<file path="src/rtl/mem_req_arbiter_pkg.sv">
`default_nettype none
// ============================================================================
// Module      : mem_req_arbiter_pkg
// Description : Shared bus command encoding, tag-table entry layout and
//               sizing constants for the multi-channel memory arbiter.
// Revision    : 1.0 - initial release
// ============================================================================
package mem_req_arbiter_pkg;

    // Default processor address width.
    localparam int XLEN       = 32;

    // Memory tag width; tag 0 is reserved for "no tag / rejected".
    localparam int MEM_TAG_W  = 4;

    // Largest supported channel count, which sizes the owner field.
    localparam int NUM_CH_MAX = 8;
    localparam int OWNER_W    = $clog2(NUM_CH_MAX);

    typedef enum logic [1:0] {
        BUS_NONE  = 2'd0,
        BUS_LOAD  = 2'd1,
        BUS_STORE = 2'd2
    } bus_command_e;

    // One tag-table slot: whether a load is in flight on this tag, and
    // which channel issued it.
    typedef struct packed {
        logic               valid;
        logic [OWNER_W-1:0] owner;
    } mem_tag_entry_t;

endpackage
`default_nettype wire

</file>
<file path="src/rtl/mem_req_arbiter_rr_arbiter.sv">
`default_nettype none
// ============================================================================
// Module      : rr_arbiter
// Description : Round-robin / fixed-priority single-grant arbiter. Grant is
//               combinational from the request vector; the rotation pointer
//               only moves when the caller strobes advance.
// Revision    : 1.0 - initial release
// ============================================================================
module rr_arbiter #(
    parameter  int NUM_CH     = 2,
    parameter  int FIXED_PRIO = 0,
    localparam int IDX_W      = (NUM_CH > 1) ? $clog2(NUM_CH) : 1
) (
    input  logic              clock,
    input  logic              reset_n,
    input  logic [NUM_CH-1:0] req,
    input  logic              advance,
    output logic [NUM_CH-1:0] grant,
    output logic [IDX_W-1:0]  grant_idx,
    output logic              grant_valid
);

    localparam logic [IDX_W:0]   c_num_ch = (IDX_W+1)'(NUM_CH);
    localparam logic [IDX_W-1:0] c_last   = IDX_W'(NUM_CH - 1);

    logic [IDX_W-1:0] r_ptr;
    logic [IDX_W-1:0] w_base;
    logic [IDX_W:0]   w_cand;
    logic [IDX_W-1:0] w_idx;
    logic             w_found;

    // Fixed priority always scans from channel 0; round-robin from the pointer.
    assign w_base = (FIXED_PRIO != 0) ? '0 : r_ptr;

    // Scan upward from the base index, wrapping, and take the first requester.
    always_comb begin
        w_idx   = '0;
        w_found = 1'b0;
        w_cand  = '0;
        for (int i = 0; i < NUM_CH; i++) begin
            w_cand = {1'b0, w_base} + (IDX_W+1)'(i);
            if (w_cand >= c_num_ch) begin
                w_cand = w_cand - c_num_ch;
            end
            if (!w_found && req[w_cand[IDX_W-1:0]]) begin
                w_found = 1'b1;
                w_idx   = w_cand[IDX_W-1:0];
            end
        end
    end

    // Expand the winning index to a one-hot grant vector.
    always_comb begin
        grant = '0;
        if (w_found) begin
            grant[w_idx] = 1'b1;
        end
    end

    assign grant_idx   = w_idx;
    assign grant_valid = w_found;

    // Move the pointer just past the winner only when its request was taken,
    // so a rejected winner keeps its turn.
    always_ff @(posedge clock or negedge reset_n) begin
        if (!reset_n) begin
            r_ptr <= '0;
        end else if (advance && w_found) begin
            if (w_idx == c_last) begin
                r_ptr <= '0;
            end else begin
                r_ptr <= w_idx + IDX_W'(1);
            end
        end
    end

endmodule
`default_nettype wire

</file>
<file path="src/rtl/mem_req_arbiter.sv">
`default_nettype none
// ============================================================================
// Module      : mem_req_arbiter
// Description : Arbitrates NUM_CH cache-side requesters onto the single memory
//               port and routes each returning load tag back to the channel
//               that issued it, using a tag-indexed ownership table.
// Revision    : 1.0 - initial release
// ============================================================================
module mem_req_arbiter
    import mem_req_arbiter_pkg::*;
#(
    parameter int NUM_CH     = 2,
    parameter int ADDR_W     = XLEN,
    parameter int DATA_W     = 64,
    parameter int TAG_W      = MEM_TAG_W,
    parameter int FIXED_PRIO = 0
) (
    input  logic                         clock,
    input  logic                         reset_n,
    input  logic [NUM_CH-1:0][1:0]       ch2ctrl_command,
    input  logic [NUM_CH-1:0][ADDR_W-1:0] ch2ctrl_addr,
    input  logic [NUM_CH-1:0][DATA_W-1:0] ch2ctrl_data,
    output logic [NUM_CH-1:0][TAG_W-1:0] ctrl2ch_response,
    output logic [DATA_W-1:0]            ctrl2ch_data,
    output logic [NUM_CH-1:0][TAG_W-1:0] ctrl2ch_tag,
    output logic [1:0]                   proc2mem_command,
    output logic [ADDR_W-1:0]            proc2mem_addr,
    output logic [DATA_W-1:0]            proc2mem_data,
    input  logic [TAG_W-1:0]             mem2proc_response,
    input  logic [DATA_W-1:0]            mem2proc_data,
    input  logic [TAG_W-1:0]             mem2proc_tag,
    output logic [TAG_W:0]               outstanding_cnt,
    output logic                         stray_tag
);

    localparam int IDX_W   = (NUM_CH > 1) ? $clog2(NUM_CH) : 1;
    localparam int c_depth = 2 ** TAG_W;

    logic [NUM_CH-1:0] w_req;
    logic [NUM_CH-1:0] w_grant;
    logic [IDX_W-1:0]  w_gidx;
    logic              w_gany;
    logic              w_gvalid;
    logic [1:0]        w_gcmd;
    logic              w_accept;
    logic              w_alloc;
    logic              w_retire;
    logic              w_same_tag;
    logic              w_cnt_inc;

    mem_tag_entry_t    r_table [c_depth];
    mem_tag_entry_t    w_ret_entry;
    mem_tag_entry_t    w_alloc_entry;
    logic [TAG_W:0]    r_cnt;
    logic              r_stray;

    rr_arbiter #(
        .NUM_CH     (NUM_CH),
        .FIXED_PRIO (FIXED_PRIO)
    ) u_arb (
        .clock       (clock),
        .reset_n     (reset_n),
        .req         (w_req),
        .advance     (w_accept),
        .grant       (w_grant),
        .grant_idx   (w_gidx),
        .grant_valid (w_gany)
    );

    // Grant is suppressed while reset is asserted so nothing reaches memory.
    assign w_gvalid = w_gany & reset_n;
    assign w_gcmd   = ch2ctrl_command[w_gidx];

    assign proc2mem_command = w_gvalid ? w_gcmd               : 2'(BUS_NONE);
    assign proc2mem_addr    = w_gvalid ? ch2ctrl_addr[w_gidx] : '0;
    assign proc2mem_data    = w_gvalid ? ch2ctrl_data[w_gidx] : '0;

    assign ctrl2ch_data = reset_n ? mem2proc_data : '0;

    // Return-side lookup: a nonzero tag with a live entry retires it.
    assign w_ret_entry = r_table[mem2proc_tag];
    assign w_retire    = reset_n && (mem2proc_tag != '0) && w_ret_entry.valid;

    // Request-side acceptance; only loads occupy a table slot.
    assign w_accept      = w_gvalid && (mem2proc_response != '0);
    assign w_alloc       = w_accept && (w_gcmd == 2'(BUS_LOAD));
    assign w_alloc_entry = r_table[mem2proc_response];
    assign w_same_tag    = w_retire && (mem2proc_tag == mem2proc_response);

    // The valid count grows only when the allocation lands in a slot that will
    // be empty at the edge; overwriting a live slot leaves the count alone.
    assign w_cnt_inc = w_alloc && (!w_alloc_entry.valid || w_same_tag);

    for (genvar i = 0; i < NUM_CH; i++) begin : g_ch
        assign w_req[i]            = (ch2ctrl_command[i] != 2'(BUS_NONE));
        assign ctrl2ch_response[i] = (w_gvalid && w_grant[i]) ? mem2proc_response : '0;
        assign ctrl2ch_tag[i]      = (w_retire && (w_ret_entry.owner == OWNER_W'(i)))
                                     ? mem2proc_tag : '0;
    end

    // Tag table: retire clears, allocate writes afterwards so it wins a same-tag clash.
    always_ff @(posedge clock or negedge reset_n) begin
        if (!reset_n) begin
            for (int i = 0; i < c_depth; i++) begin
                r_table[i] <= '0;
            end
        end else begin
            if (w_retire) begin
                r_table[mem2proc_tag].valid <= 1'b0;
            end
            if (w_alloc) begin
                r_table[mem2proc_response] <= {1'b1, OWNER_W'(w_gidx)};
            end
        end
    end

    // Track the number of live table entries.
    always_ff @(posedge clock or negedge reset_n) begin
        if (!reset_n) begin
            r_cnt <= '0;
        end else if (w_cnt_inc && !w_retire) begin
            r_cnt <= r_cnt + (TAG_W+1)'(1);
        end else if (!w_cnt_inc && w_retire) begin
            r_cnt <= r_cnt - (TAG_W+1)'(1);
        end
    end

    // Flag a returning tag that nobody is waiting for.
    always_ff @(posedge clock or negedge reset_n) begin
        if (!reset_n) begin
            r_stray <= 1'b0;
        end else begin
            r_stray <= (mem2proc_tag != '0) && !w_ret_entry.valid;
        end
    end

    assign outstanding_cnt = r_cnt;
    assign stray_tag       = r_stray;

    // Memory must not hand out a tag that is still in flight, unless that
    // tag is retiring in the same cycle.
    a_no_live_tag_reuse : assert property (@(posedge clock) disable iff (!reset_n)
        !(w_alloc && w_alloc_entry.valid && !w_same_tag));

endmodule
`default_nettype wire

</file>
<file path="config.mk">
export PLATFORM = sky130hd
export DESIGN_NAME = mem_req_arbiter
export DESIGN_NICKNAME = d
export VERILOG_FILES = /design/src/rtl/mem_req_arbiter_pkg.sv /design/src/rtl/mem_req_arbiter_rr_arbiter.sv /design/src/rtl/mem_req_arbiter.sv
export SDC_FILE = /design/constraint.sdc
export NUM_CORES = 1
export LEC_CHECK = 0
export CAP_MARGIN = 30
export CELL_PAD_IN_SITES_DETAIL_PLACEMENT = 0
export CELL_PAD_IN_SITES_GLOBAL_PLACEMENT = 2
export CORE_MARGIN = 5
export CORE_UTILIZATION = 14
export DETAILED_ROUTE_END_ITERATION = 10
export GPL_TIMING_DRIVEN = 0
export PLACE_DENSITY = 0.91
export SLEW_MARGIN = 20
export SYNTH_ARGS = -nofsm -noshare
export SYNTH_HDL_FRONTEND = slang
export SYNTH_HIERARCHICAL = 1
export SYNTH_SLANG_ARGS = --single-unit
</file>
<file path="constraint.sdc">
create_clock -name clock -period 4.78 [get_ports clock]
set_input_delay 0.956 -clock clock [delete_from_list [all_inputs] [get_ports clock]]
set_output_delay 0.956 -clock clock [all_outputs]
set_load 0.01 [all_outputs]
</file>
==> run metrics <==
area grow syn2layout=122%; crit path max fanout=10; Final ANT Viol Nets=0; Die Area=34500 um2; total negative slack=0 ns; Seq cells post-synth=39; crit path max-delay cell type=clkdlybuf4s50_1; CTS tree=done; GP Congestion=0.892; Std-Cell Core Area=30600 um2; Layout Skew=0.00649 ns; Async S/R FF share, synth=1.00; die width=186 um; Reg2Reg Setup Slack=1.06 ns; Initial Util=0.142; Register Area=976 um2; Critical Path Sink Type=output pin; first-pass GRT wire length=42.3 mm; CTS Buffer Depth=2; CP startpoint=ch2ctrl_command[0]; multi-input logic area=3140 um2; drt pass-1 iters=4; Total GRT Usage=0.171; Power Dens Cells=229 nW/um2; Post-Synthesis Cell Area=4330 um2; final setup fails=0; Max-Cap Viols=0; WS Path Type=in2out; pin count of the biggest net entering global routing=27; Seq pwr share=0.218; Rows=64; post-synth top area cell=mux2i_1; Avg Inst Size Synth=8.25 um2; Worst Path Required=3.82 ns; fillers=3229; DR iter-0 viols=247; CP dominant cell by count=clkdlybuf4s50_1; Slew @ Worst Pin=0.814 ns; RSZ-0062 raised after global routing=yes; clock latency on the worst-skew pair=0.28 ns; wire per inst=22.9 um; CTS H-tree depth=2; fmax=214 MHz; initial antenna violation count=1; nature of the critical path startpoint=input port; total CTS buffers=5; Syn Inst Count=525; clock root cell=clkbuf_16; crit path capture=proc2mem_data[60]; # DRC=0; Logic pwr share=0.603; Die Ht=186 um; share of cells above drive strength 1=0.0768; top cell type's share of synthesized area=0.245; status=complete, no violations; switching share of power=0.365; type of the most critical hold path=reg2reg; Rel. slew slack=0.457; reg-to-reg critical path startpoint=r_table[19]; GRT overflow=0; Worst EP arrival=3.71 ns; Hold Fails Final Rpt=0; LEAKAGE=4.08 nW; vias=5658; worst reg2reg path depth=15; fin crit share=0.977; synth top area cells=mux2i_1 25%, dfrtp_1 23%, and2_1 9.8%; P_int=1.40 mW; vias in the first global route=6049; Psw=0.806 mW; clock transition at the registers of the reported paths=0.07 ns; EDFF count, synth=0; Post-DP HPWL=29.0 mm; worst path cell trace=clkdlybuf4s50_1, or2_2, a21boi_0, clkbuf_2, clkbuf_1, mux2i_1, nor2_1, clkdlybuf4s50_1; clock sinks=39; WHS=0.465 ns; post-synthesis sequential area ratio=0.225; reg-to-reg endpoint=outstanding_cnt[4]; Peak VDD IR=0.128 mV; top_reg_cell synth=dfrtp_1; Max stage delay on crit path=0.66 ns; Final nets=1264; clock network fraction of total power=0.179; DRT Wirelength=31.8 mm; Synth Warn #=6; syn_nets=801; io pins=454; post-DR vias/cell=4.08; Cell variety after synth=45; Final Max Tran Viols=0; post-layout min period=4.67 ns; Port Buf Inserts=453
-- routing by layer --
metal,wire length [um],track usage,vias to the layer above
met3,1970,0.0324,36
met1,11100,0.185,2642
met2,17400,0.327,263
met5,0,0,-
li1,-,-,2717
met4,1380,0.0612,0
-- power by group through the flow --
stage	clock network, mW	logic (mW)	registers, mW
6_report	0.395	1.33	0.482
3_3_place_gp	0	1.32	0.483
5_1_grt	0.415	1.43	0.495
2_1_floorplan	0	0.598	0.479
4_1_cts	0.405	1.34	0.482
3_5_place_dp	0	1.33	0.488
-- kinds of logic (layout without fill, tap and decap cells) --
group / after synthesis / after routing / synth area share
compound gates: 37 / 37 / 0.0543
xor+xnor: 8 / 8 / 0.0162
fa+ha+maj: 6 / 6 / 0.0191
flops: 39 / 39 / 0.225
simple gates: 249 / 249 / 0.286
other cells: 0 / 1 / 0
mux: 133 / 133 / 0.342
buf+inv: 53 / 517 / 0.0566
-- state kept, by name, summed over array words and instances (netlist names) --
| register | cells |
|---|---|
| outstanding_cnt | 5 |
| r_table | 32 |
| stray_tag | 1 |
| u_arb/r_ptr | 1 |
-- layout make-up --
class,count,area share
antenna,1,0.000260
buffer,45,0.0253
clock buffer,5,0.0130
clock inverter,3,0.00481
inverter,8,0.00312
multi-input combinational,433,0.326
sequential,39,0.101
tap,396,0.0514
timing repair buffer,456,0.474
-- cells in the mapped netlist, types with 8 or more instances --
cell type	n
mux2i_1	106
nor2_1	104
and2_1	68
dfrtp_1	39
nand2_1	31
clkbuf_1	28
mux2_2	17
o21ai_0	14
buf_1	11
mux4_2	9
and3_1	8
inv_1	8
-- how the worst min path moves through the flow --
stage / from / end / slack, ns / cells after the start
floorplan: r_table[60] / r_table[60] / 0.42 / 1
global placement: r_table[60] / r_table[60] / 0.44 / 1
detailed placement: r_table[60] / r_table[60] / 0.45 / 1
CTS: r_table[60] / r_table[60] / 0.47 / 1
global route: r_table[60] / r_table[60] / 0.50 / 1
finish: r_table[60] / r_table[60] / 0.47 / 1
-- repair_timing --
action                                  4_1_cts  5_1_grt
gates cloned                                  0        0
hold buffers                                  0        0
pin swaps                                     1        1
setup buffers                                 0        2
endpoints found under the setup margin      101       28
resized for setup                            21       18
-- worst max-delay path: cells and delay by family --
| family | cells | cell delay, ns |
|---|---|---|
| muxes | 1 | 0.21 |
| AOI/OAI and AO/OA | 1 | 0.20 |
| and+or+nand+nor | 2 | 0.48 |
| buffers and inverters | 4 | 1.86 |
-- metrics by stage --
stage | total power, mW | setup slack [ns] | instances | util | instance area [um2]
4_1_cts | 2.23 | 0.00408 | 1383 | 0.313 | 9570
6_report | 2.21 | 0.110 | 1386 | 0.315 | 9630
5_1_grt | 2.34 | -0.0855 | 1385 | 0.315 | 9630
3_5_place_dp | 1.82 | -0.747 | 1375 | 0.306 | 9370
2_1_floorplan | 1.08 | 0.558 | 525 | - | 4330
3_3_place_gp | 1.80 | -1.52 | 1374 | 0.306 | 9360
-- cell usage in the layout, fill, tap and decap left out, types with 4 or more instances in the layout --
cell | Yosys | final
clkdlybuf4s50_1 | 0 | 444
nor2_1 | 104 | 103
mux2i_1 | 106 | 99
and2_1 | 68 | 68
dfrtp_1 | 39 | 39
nand2_1 | 31 | 31
clkbuf_1 | 28 | 25
mux2_2 | 17 | 17
o21ai_0 | 14 | 13
mux4_2 | 9 | 9
inv_1 | 8 | 8
and3_1 | 8 | 8
buf_2 | 1 | 7
mux2i_2 | 0 | 7
nor2b_1 | 6 | 6
nand3_1 | 6 | 6
o31ai_1 | 6 | 6
xor2_1 | 6 | 6
buf_4 | 0 | 6
clkbuf_16 | 0 | 5
nand2b_1 | 4 | 4
or2_2 | 4 | 4
a21oi_1 | 5 | 4
ha_1 | 5 | 4
dlygate4sd2_1 | 0 | 4
dlymetal6s2s_1 | 0 | 4
No activity file was read; power rests on OpenSTA's default activity.
